### config.mk
export PLATFORM = sky130hd
export DESIGN_NAME = lfsr_seq_detector
export DESIGN_NICKNAME = d
export VERILOG_FILES = /design/src/rtl/lfsr_seq_detector.sv
export SDC_FILE = /design/constraint.sdc
export NUM_CORES = 1
export LEC_CHECK = 0
export CORE_UTILIZATION = 58
export CTS_CLUSTER_SIZE = 10
export DETAILED_ROUTE_END_ITERATION = 8
export HOLD_SLACK_MARGIN = 0.06
export PLACE_DENSITY_LB_ADDON = 0.25
export SYNTH_ARGS = -nofsm -noshare
export SYNTH_HDL_FRONTEND = slang
export SYNTH_SLANG_ARGS = --single-unit
export TNS_END_PERCENT = 5
### constraint.sdc
create_clock -name clk -period 4.5 [get_ports clk]
set_input_delay 1.125 -clock clk [delete_from_list [all_inputs] [get_ports clk]]
set_output_delay 1.125 -clock clk [all_outputs]
set_load 0.1 [all_outputs]
### src/rtl/lfsr_seq_detector.sv
// Serial pattern detector that sits behind the 16-bit LFSR.
// Shifts in one bit per accepted cycle, flags every (possibly overlapping) match of PATTERN,
// and counts matches over exactly PERIOD accepted bits before freezing the result.
module lfsr_seq_detector #(
  parameter int unsigned              PAT_LEN = 8,
  parameter logic [PAT_LEN-1:0]       PATTERN = 8'b10110011,
  parameter int unsigned              CNT_W   = 21,
  parameter int unsigned              PERIOD  = 65535
) (
  input  logic             clk,
  input  logic             reset,
  input  logic             bit_in,
  input  logic             bit_valid,
  input  logic             clear,
  output logic             seq_detected,
  output logic [CNT_W-1:0] detect_counter,
  output logic [16:0]      bits_seen,
  output logic             done
);

  // Wide enough to hold the value PAT_LEN itself (fill saturates there).
  localparam int unsigned FillW = $clog2(PAT_LEN + 1);

  localparam logic [FillW-1:0] FillFull = FillW'(PAT_LEN);
  localparam logic [16:0]      BitsEnd  = 17'(PERIOD);
  localparam logic [CNT_W-1:0] CntMax   = '1;

  typedef enum logic [1:0] {
    StIdle,
    StFill,
    StRun,
    StDone
  } state_e;

  state_e             state_q, state_d;
  logic [PAT_LEN-1:0] window_q, window_d;
  logic [FillW-1:0]   fill_q, fill_d;
  logic [16:0]        bits_q, bits_d;
  logic [CNT_W-1:0]   cnt_q, cnt_d;
  logic               seq_q, seq_d;

  logic accept;
  logic match;
  logic period_end;

  // Acceptance and match qualification on the post-shift window.
  always_comb begin
    accept     = bit_valid && (state_q != StDone) && !clear;
    window_d   = window_q;
    fill_d     = fill_q;
    bits_d     = bits_q;
    match      = 1'b0;
    period_end = 1'b0;
    if (accept) begin
      window_d   = {window_q[PAT_LEN-2:0], bit_in};
      fill_d     = (fill_q == FillFull) ? fill_q : fill_q + 1'b1;
      bits_d     = bits_q + 1'b1;
      match      = (fill_d == FillFull) && (window_d == PATTERN);
      period_end = (bits_d == BitsEnd);
    end
    if (clear) begin
      window_d = '0;
      fill_d   = '0;
      bits_d   = '0;
    end
  end

  // Next-state, match pulse and saturating counter update.
  always_comb begin
    state_d = state_q;
    cnt_d   = cnt_q;
    seq_d   = 1'b0;
    if (match) begin
      seq_d = 1'b1;
      if (cnt_q != CntMax) begin
        cnt_d = cnt_q + 1'b1;
      end
    end
    unique case (state_q)
      StIdle: begin
        if (accept) begin
          state_d = period_end ? StDone : StFill;
        end
      end
      StFill: begin
        if (accept) begin
          if (period_end) begin
            state_d = StDone;
          end else if (fill_d == FillFull) begin
            state_d = StRun;
          end
        end
      end
      StRun: begin
        if (accept && period_end) begin
          state_d = StDone;
        end
      end
      StDone: begin
        state_d = StDone;
      end
      default: begin
        state_d = StIdle;
      end
    endcase
    // A synchronous restart overrides everything, including a bit arriving the same cycle.
    if (clear) begin
      state_d = StIdle;
      cnt_d   = '0;
      seq_d   = 1'b0;
    end
  end

  // State and datapath registers.
  always_ff @(posedge clk or posedge reset) begin
    if (reset) begin
      state_q  <= StIdle;
      window_q <= '0;
      fill_q   <= '0;
      bits_q   <= '0;
      cnt_q    <= '0;
      seq_q    <= 1'b0;
    end else begin
      state_q  <= state_d;
      window_q <= window_d;
      fill_q   <= fill_d;
      bits_q   <= bits_d;
      cnt_q    <= cnt_d;
      seq_q    <= seq_d;
    end
  end

  assign seq_detected   = seq_q;
  assign detect_counter = cnt_q;
  assign bits_seen      = bits_q;
  assign done           = (state_q == StDone);

endmodule

# Yosys cells after proc, flatten, opt, wreduce, memory -nomap -nowiden
# Index checks and enable logic that the tools add are counted.
# totals
register_bits	52
latch_bits	0
ram_bits	0
mem_bits_ro	0
in_bits	5
output_inout_bits	40
elab_cells	56
mem_count	0
# op_classes
addsub	3
multipliers	0
div	0
magnitude_cmp	0
n_eq_ne	14
shift	0
muxes	22
bitwise_logic	0
reduce_logical	11
# ops
op	count
2-to-1 mux 21 bit	3
2-to-1 mux 17 bit	2
adder 21 x 1 -> 21 bit, second input constant	1
inequality test 21 bit, second input constant	1
adder 17 x 1 -> 17 bit, second input constant	1
equality test 17 x 16 -> 1 bit, second input constant	1
2-to-1 mux 2 bit	7
2-to-1 mux 7 bit	2
equality test 4 bit, second input constant	3
2-to-1 mux 4 bit	3
inequality test 3 bit, second input constant	3
equality test 8 bit, second input constant	1
case mux 2 bit (4 select lines)	1
nonzero test 2 bit	3
adder 4 x 1 -> 4 bit, second input constant	1
equality test 2 bit, second input constant	2
logical AND 1 bit	4
2-to-1 mux 1 bit	4
inequality test 4 bit, second input constant	1
AND reduction 4 bit	1
equality test 2 x 1 -> 1 bit, second input constant	1
zero test 2 bit	1
inequality test 2 bit, second input constant	1
AND reduction 2 bit	1
zero test 1 bit	1

# Logic depth before layout (Yosys ltp)
# Gate-level depths: netlist of run 1.
# logic_depth
depth_word	11
depth_mapped	11

# Least setup slack after synthesis of run 1
# Ideal clock, no wire load.
# synth_path
kind	register to register
startpoint	reg cnt_q[3], in the netlist detect_counter[3]
endpoint	reg cnt_q[1], in the netlist detect_counter[1]
setup_time_ns	0.132
t_arrival_ns	2.726
slack_ns	1.643
path_stages_with_launch	10
path_buffers	3
path_cell_list	dfrtp_1 -> nand4_1 -> nor4_1 -> and3_1 -> or3_4 -> buf_6 -> buf_6 -> buf_2 -> mux2i_1 -> nor2_1
# synth_between
elab_chain_len	3
# synth_rtl
item	line_no	rtl
from (decl)	39	logic [CNT_W-1:0] cnt_q, cnt_d;
from (signal assigned)	128	cnt_q <= cnt_d;
inequality test 21 bit	75	if (cnt_q != CntMax) begin
nonzero test 2 bit (no source line)	n/a	
AND reduction 2 bit (no source line)	n/a	
# Every way passes these cells.
# A chain may end at the register's enable or synchronous reset.

# Worst setup path after layout of run 1
# layout_path
startpoint	in bit_valid
endpoint	reg cnt_q[16], in the netlist detect_counter[16]
# layout_between
elab_chain_len	5
# layout_rtl
item	line_no	rtl
from (decl)	13	input logic bit_valid,
logical AND 1 bit (2 in a row)	48	accept = bit_valid && (state_q != StDone) && !clear;
2-to-1 mux 1 bit	54	if (accept) begin
nonzero test 2 bit (no source line)	n/a	
AND reduction 2 bit (no source line)	n/a	
# Every way passes these cells.

==> flow_metrics.env, run 1 <==
export IMPL_io_buffers=44
export IMPL_grt_pass1_vias=2360
export IMPL_dp_slack_ns=0.877
export IMPL_seqCellArea_um2=1300
export IMPL_cts_root_buf="clkbuf_8"
export IMPL_slew_headroom_pct=32.7
export IMPL_synthFlopType="dfrtp_1"
export IMPL_grt_pass1_wl_mm=10.8
export IMPL_fin_cells=426
export IMPL_seq_area_frac_synth_pct=44.6
export IMPL_synth_area_leaders="dfrtp_1 (45%), a21oi_1 (4.6%), xor2_1 (4.5%)"
export IMPL_num_antenna_cells=0
export IMPL_ys_warnings_count=0
export IMPL_fin_crit_sh_pct=73.5
export IMPL_powerDensity_nw_per_um2=249
export IMPL_slew_viol_final=0
export IMPL_dp_hpwl_mm=4.48
export IMPL_synthCells=322
export IMPL_hold_viol_final=0
export IMPL_p_total_mw=0.869
export IMPL_grtUsageTotal_pct=26.2
export IMPL_grt_setup_unrepaired="false"
export IMPL_end_kind="flop"
export IMPL_hold_buffers=0
export IMPL_die_height_um=73.0
export IMPL_area_growth_synth_to_final_pct=19.5
export IMPL_clk_pin_slew_ns=0.09
export IMPL_fmax_mhz=302
export IMPL_hp_class="reg -> reg"
export IMPL_cap_viol_max_count=0
export IMPL_crit_required_ns=4.70
export IMPL_synth_seq_cells=52
export IMPL_rows=25
export IMPL_drive_above_1_share_pct=6.69
export IMPL_numCtsBuffers=5
export IMPL_start_util_pct=61.0
export IMPL_ir_drop_mv=0.180
export IMPL_htreeDepth=2
export IMPL_setup_worst_path_start_class="input port"
export IMPL_syn_area_um2=2920
export IMPL_grt_max_degree=33
export IMPL_synth_enable_flop_cells=0
export IMPL_status="finished clean"
export IMPL_grt_overflow_total=0
export IMPL_tns_ns=0
export IMPL_cts_tree="yes"
export IMPL_power_leakage_nw=1.37
export IMPL_nets=368
export IMPL_yosysUniqueCellTypes=47
export IMPL_gp_congestion=0.802
export IMPL_synth_top_area_share_pct=44.6
export IMPL_core_um2=4790
export IMPL_async_flop_share_pct=100
export IMPL_via_per_inst=6.01
export IMPL_num_vias=2561
export IMPL_period_minus_slack_ns=3.31
export IMPL_die_area_um2=5320
export IMPL_antenna_found_initial=0
export IMPL_io_pins=45
export IMPL_drt_iter0_drc=192
export IMPL_routed_wl_mm=6.41
export IMPL_worstPathArrival_ns=3.50
export IMPL_clk_path_buf_depth=2
export IMPL_drc_errors=0
export IMPL_placed_cells=418
export IMPL_dr_pass1_iters=4
export IMPL_cts_setup_buffers=0
export IMPL_worstPathMaxFanout=28
export IMPL_num_fill_cells=369
export IMPL_worstSetupPathType="in -> reg"
export IMPL_setup_viol=0
export IMPL_final_antenna_net_count=0
export IMPL_wl_per_cell_um=15.0
export IMPL_multiInputGateArea_um2=1500
export IMPL_syn_area_per_cell_um2=9.07
export IMPL_yosys_area_top_type="dfrtp_1"
export IMPL_finalWorstSetupSlack_ns=1.19
export IMPL_clock_latency_ns=0.31
export IMPL_clock_sinks=52
export IMPL_worst_pin_slew_ns=1.01
export IMPL_cts_resized=0
export IMPL_skew_ns=0.00505
export IMPL_syn_num_nets=332
export IMPL_fp_dieW_um=73.0
## logic make-up (layout without fill, tap and decap cells)
kind of cell             after synthesis  count (layout)  synth area share [%]
AO/OA/AOI/OAI                         56              56                  11.8
XOR/XNOR                              20              20                  6.00
adder cells (fa/ha/maj)                5               5                  2.14
buffers and inverters                 27              64                  4.03
flip-flops                            52              52                  44.6
multiplexers                           6               6                  2.36
AND/OR/NAND/NOR                      156             156                  29.1
## layer usage
metal,global-route usage [%],up-vias,share of wire [%]
li1,-,1237,-
met1,36.1,1249,46
met2,43.1,69,49
met3,5.25,6,4.3
met4,5.45,0,0.69
met5,0,-,0
## sequential cells by signal (all words and copies together) (netlist names)
signal / cells
detect_counter: 21
window_q: 7
state_q: 2
fill_q: 4
seq_detected: 1
bits_seen: 17
## worst paths after layout
path                                           startpoint                              to  slack, ns  cells past startpoint
hold reg to reg            detect_counter[20]$_DFFE_PP0P_  detect_counter[20]$_DFFE_PP0P_       0.52                      2
max in group asynchronous                           reset  detect_counter[15]$_DFFE_PP0P_       2.62                      3
setup reg to reg                      fill_q[0]$_DFF_PP0_  detect_counter[16]$_DFFE_PP0P_       1.77                      8
min in group asynchronous                           reset   detect_counter[3]$_DFFE_PP0P_       1.12                      2
hold / removal             detect_counter[20]$_DFFE_PP0P_  detect_counter[20]$_DFFE_PP0P_       0.52                      2
setup / recovery                                bit_valid  detect_counter[16]$_DFFE_PP0P_       1.19                      7
## per-stage QoR
stage               utilization [%]  cell area, um2  hold slack, ns
finish                         72.9            3490           0.525
global route                   72.9            3490           0.563
CTS                            72.9            3490           0.533
detailed placement             70.6            3380           0.510
global placement               70.6            3380           0.500
floorplan                         -            2920           0.502
## power by group
part | switching [mW] | total (mW) | internal (mW)
logic | 0.0480 | 0.0684 | 0.0204
clock network | 0.154 | 0.319 | 0.165
registers | 0.00950 | 0.482 | 0.472
## synthesized netlist by cell type, types with 2 or more instances
library cell,count
ha_1,5
xnor2_1,5
a21boi_0,2
nor3_1,6
xor2_1,15
dfrtp_1,52
mux2i_1,2
nor2b_1,2
or2_2,2
nand3_1,21
nand2_1,32
mux2_2,3
and2_1,3
o21ai_0,7
and4_1,5
or3_1,9
nor4bb_1,2
or4_1,13
buf_6,2
a21oi_1,27
inv_1,9
and3_1,4
clkbuf_1,15
nor4_1,6
o31ai_1,10
nand4_1,11
nand4b_1,3
nor2_1,30
## critical path, cell delays in order
cell	delay, ns
clkdlybuf4s50_1	0.52
a21bo_2	0.33
nor2_1	0.15
nand4_1	0.16
or3_4	0.50
nor4_1	0.34
mux2_2	0.37
## placed cells by master (no fill, tap or decap), drive strengths merged, types with 9 or more instances in the layout
master	Yosys	layout
a21oi	27	27
clkdlybuf4s50	0	43
dfrtp	52	52
inv	9	9
nand2	32	32
nand3	22	22
nand4	11	11
nor2	30	30
o31ai	10	10
or3	10	10
or4	13	13
xor2	15	15
## cell type report
class / count / share of cell area, %
tap: 67 / 2.40
clock buffer: 5 / 1.97
clock inverter: 3 / 1.22
timing repair buffer: 47 / 13.1
sequential: 52 / 37.3
multi-input combinational: 243 / 43.0
inverter: 9 / 0.968
(Power assumes the default switching activity.)
==> inputs of run 2 (changes only) <==
--- a/config.mk
+++ b/config.mk
@@ -5,7 +5,7 @@
 export SDC_FILE = /design/constraint.sdc
 export NUM_CORES = 1
 export LEC_CHECK = 0
-export CORE_UTILIZATION = 58
+export CORE_UTILIZATION = 54
 export CTS_CLUSTER_SIZE = 10
 export DETAILED_ROUTE_END_ITERATION = 8
 export HOLD_SLACK_MARGIN = 0.06
==> constraint.sdc (replaced) <==
create_clock -name clk -period 3.2 [get_ports clk]
set_input_delay 0.8 -clock clk [delete_from_list [all_inputs] [get_ports clk]]
set_output_delay 0.8 -clock clk [all_outputs]
set_load 0.1 [all_outputs]
==> run 2 against run 1 <==
Against the previous run: worst hold slack better by 0.018 ns; clock-buffer cell count increased by 1; die area up 7.2%; worst setup slack worse by 0.80 ns; first-iteration DRC count is 32% lower; design area decreased by 2.1%; register-to-register slack got worse by 1.2 ns; critical endpoint is now state_q[0]$_DFFE_PP0P_; largest power group unchanged.
==> flow_metrics.env, run 2 (synthesis gave the netlist of run 1 again) <==
export IMPL_fin_crit_sh_pct=87.7
export IMPL_start_util_pct=56.5
export IMPL_final_antenna_net_count=0
export IMPL_worst_pin_slew_ns=0.581
export IMPL_powerDensity_nw_per_um2=331
export IMPL_slew_headroom_pct=61.2
export IMPL_tns_ns=0
export IMPL_die_height_um=75.5
export IMPL_drive_above_1_share_pct=18.7
export IMPL_power_leakage_nw=1.47
export IMPL_hold_viol_final=0
export IMPL_fmax_mhz=356
export IMPL_cpMaxStageDelayCell="clkdlybuf4s50_1"
export IMPL_rows=26
export IMPL_cap_viol_max_count=0
export IMPL_period_minus_slack_ns=2.81
export IMPL_met1_length_mm=3.00
export IMPL_crit_required_ns=3.40
export IMPL_topRoutingLayerUsed="met4"
export IMPL_hp_class="reg -> reg"
export IMPL_ir_drop_mv=0.297
export IMPL_dr_wl_met3_um=268
export IMPL_clk_pin_slew_ns=0.09
export IMPL_dp_hpwl_mm=4.46
export IMPL_setup_viol=0
export IMPL_htreeDepth=2
export IMPL_drt_iter0_drc=130
export IMPL_end_kind="flop"
export IMPL_cts_root_buf="clkbuf_8"
export IMPL_cpPeakStageDelay_ns=0.47
export IMPL_status="finished clean"
export IMPL_via_per_inst=5.87
export IMPL_io_pins=45
export IMPL_seqCellArea_um2=1300
export IMPL_grtUsageTotal_pct=23.9
export IMPL_area_growth_synth_to_final_pct=17.0
export IMPL_num_antenna_cells=0
export IMPL_hold_ws_ns=0.543
export IMPL_num_vias=2547
export IMPL_setup_worst_path_start_class="input port"
export IMPL_slew_viol_final=0
export IMPL_gp_congestion=0.824
export IMPL_grt_max_degree=57
export IMPL_largest_reg_flops=21
export IMPL_nets=374
export IMPL_worstPathArrival_ns=3.00
export IMPL_worstPathMaxFanout=5
export IMPL_critPathTopFamily="simple AND/OR/NAND/NOR gates"
export IMPL_grt_pass1_wl_mm=10.4
export IMPL_final_common_cell="dfrtp_1"
export IMPL_core_um2=5170
export IMPL_wl_per_cell_um=14.6
export IMPL_multiInputGateArea_um2=1500
export IMPL_worstSetupPathType="in -> reg"
export IMPL_cts_tree="yes"
export IMPL_routed_wl_mm=6.35
export IMPL_fp_dieW_um=75.5
export IMPL_hold_buffers=0
export IMPL_cts_setup_buffers=0
export IMPL_cts_resized=0
export IMPL_die_area_um2=5710
export IMPL_grt_setup_unrepaired="false"
export IMPL_drc_errors=0
export IMPL_antenna_found_initial=0
export IMPL_clock_latency_ns=0.31
export IMPL_critical_path_cell_chain="clkdlybuf4s50_1 -> buf_4 -> a21boi_1 -> nand4_1 -> or3_1 -> nor4_1 -> buf_4 -> nor3b_1 -> nor4_1"
export IMPL_dr_pass1_iters=4
export IMPL_clock_sinks=52
export IMPL_worst_path_buf_inv=3
export IMPL_clk_path_buf_depth=2
export IMPL_numCtsBuffers=5
export IMPL_mostFrequentLayoutCells="dfrtp_1 (52), buf_4 (48), nand2_1 (32), nor2_1 (30), a21oi_1 (27)"
export IMPL_grt_overflow_total=0
export IMPL_wl_met2_mm=3.04
export IMPL_grt_pass1_vias=2195
export IMPL_num_fill_cells=445
export IMPL_io_buffers=44
export IMPL_skew_ns=0.00559
[run 2: path summary, 6_finish.rpt]
check | cells after the start | endpoint | from | slack (ns)
min | 2 | detect_counter[20]$_DFFE_PP0P_ | detect_counter[20]$_DFFE_PP0P_ | 0.54
max in group asynchronous | 3 | detect_counter[7]$_DFFE_PP0P_ | reset | 1.79
min in group asynchronous | 2 | bits_seen[10]$_DFFE_PP0P_ | reset | 0.87
min reg2reg | 2 | detect_counter[20]$_DFFE_PP0P_ | detect_counter[20]$_DFFE_PP0P_ | 0.54
max reg2reg | 8 | detect_counter[16]$_DFFE_PP0P_ | fill_q[0]$_DFF_PP0_ | 0.56
max | 9 | state_q[0]$_DFFE_PP0P_ | bit_valid | 0.39
[run 2: per-layer routing]
| metal | GRT usage, % | vias to the layer above |
|---|---|---|
| li1 | - | 1255 |
| met4 | 6.58 | 0 |
| met1 | 35.2 | 1235 |
| met2 | 36.1 | 54 |
| met5 | 0 | - |
| met3 | 4.89 | 3 |
[run 2: per-stage QoR]
step / worst slack [ns] / area, um2 / total power, mW / instances / util, %
2_1_floorplan: 0.343 / 2920 / 0.759 / 322 / -
3_3_place_gp: 0.117 / 3340 / 0.790 / 427 / 64.6
3_5_place_dp: 0.106 / 3340 / 0.791 / 427 / 64.6
4_1_cts: 0.428 / 3420 / 1.14 / 434 / 66.1
5_1_grt: 0.228 / 3420 / 1.18 / 434 / 66.1
6_report: 0.395 / 3420 / 1.13 / 434 / 66.1
[run 2: cell type report]
| class | count | area share [%] |
|---|---|---|
| clock inverters | 1 | 0.146 |
| flip-flops and latches | 52 | 38.1 |
| well taps | 70 | 2.56 |
| repair buffers | 53 | 12.2 |
| multi-input cells | 243 | 43.9 |
| inverters | 9 | 0.989 |
| clock buffers | 6 | 2.12 |
[run 2: worst reg2reg max path, stage by stage (launching register included)]
cell and delay (ns):
dfrtp_1 0.45, inv_1 0.12, ha_1 0.25, nor3b_2 0.16
a21oi_1 0.06, mux2_4 0.29, or3_4 0.53, nor4_1 0.32
mux2_2 0.36
[run 2: power by group]
part           internal, mW  total (mW)  switching [mW]  leakage (nW)
sequential            0.664       0.677          0.0128         0.720
clock                 0.149       0.355           0.206        0.0410
combinational        0.0318       0.100          0.0686         0.712
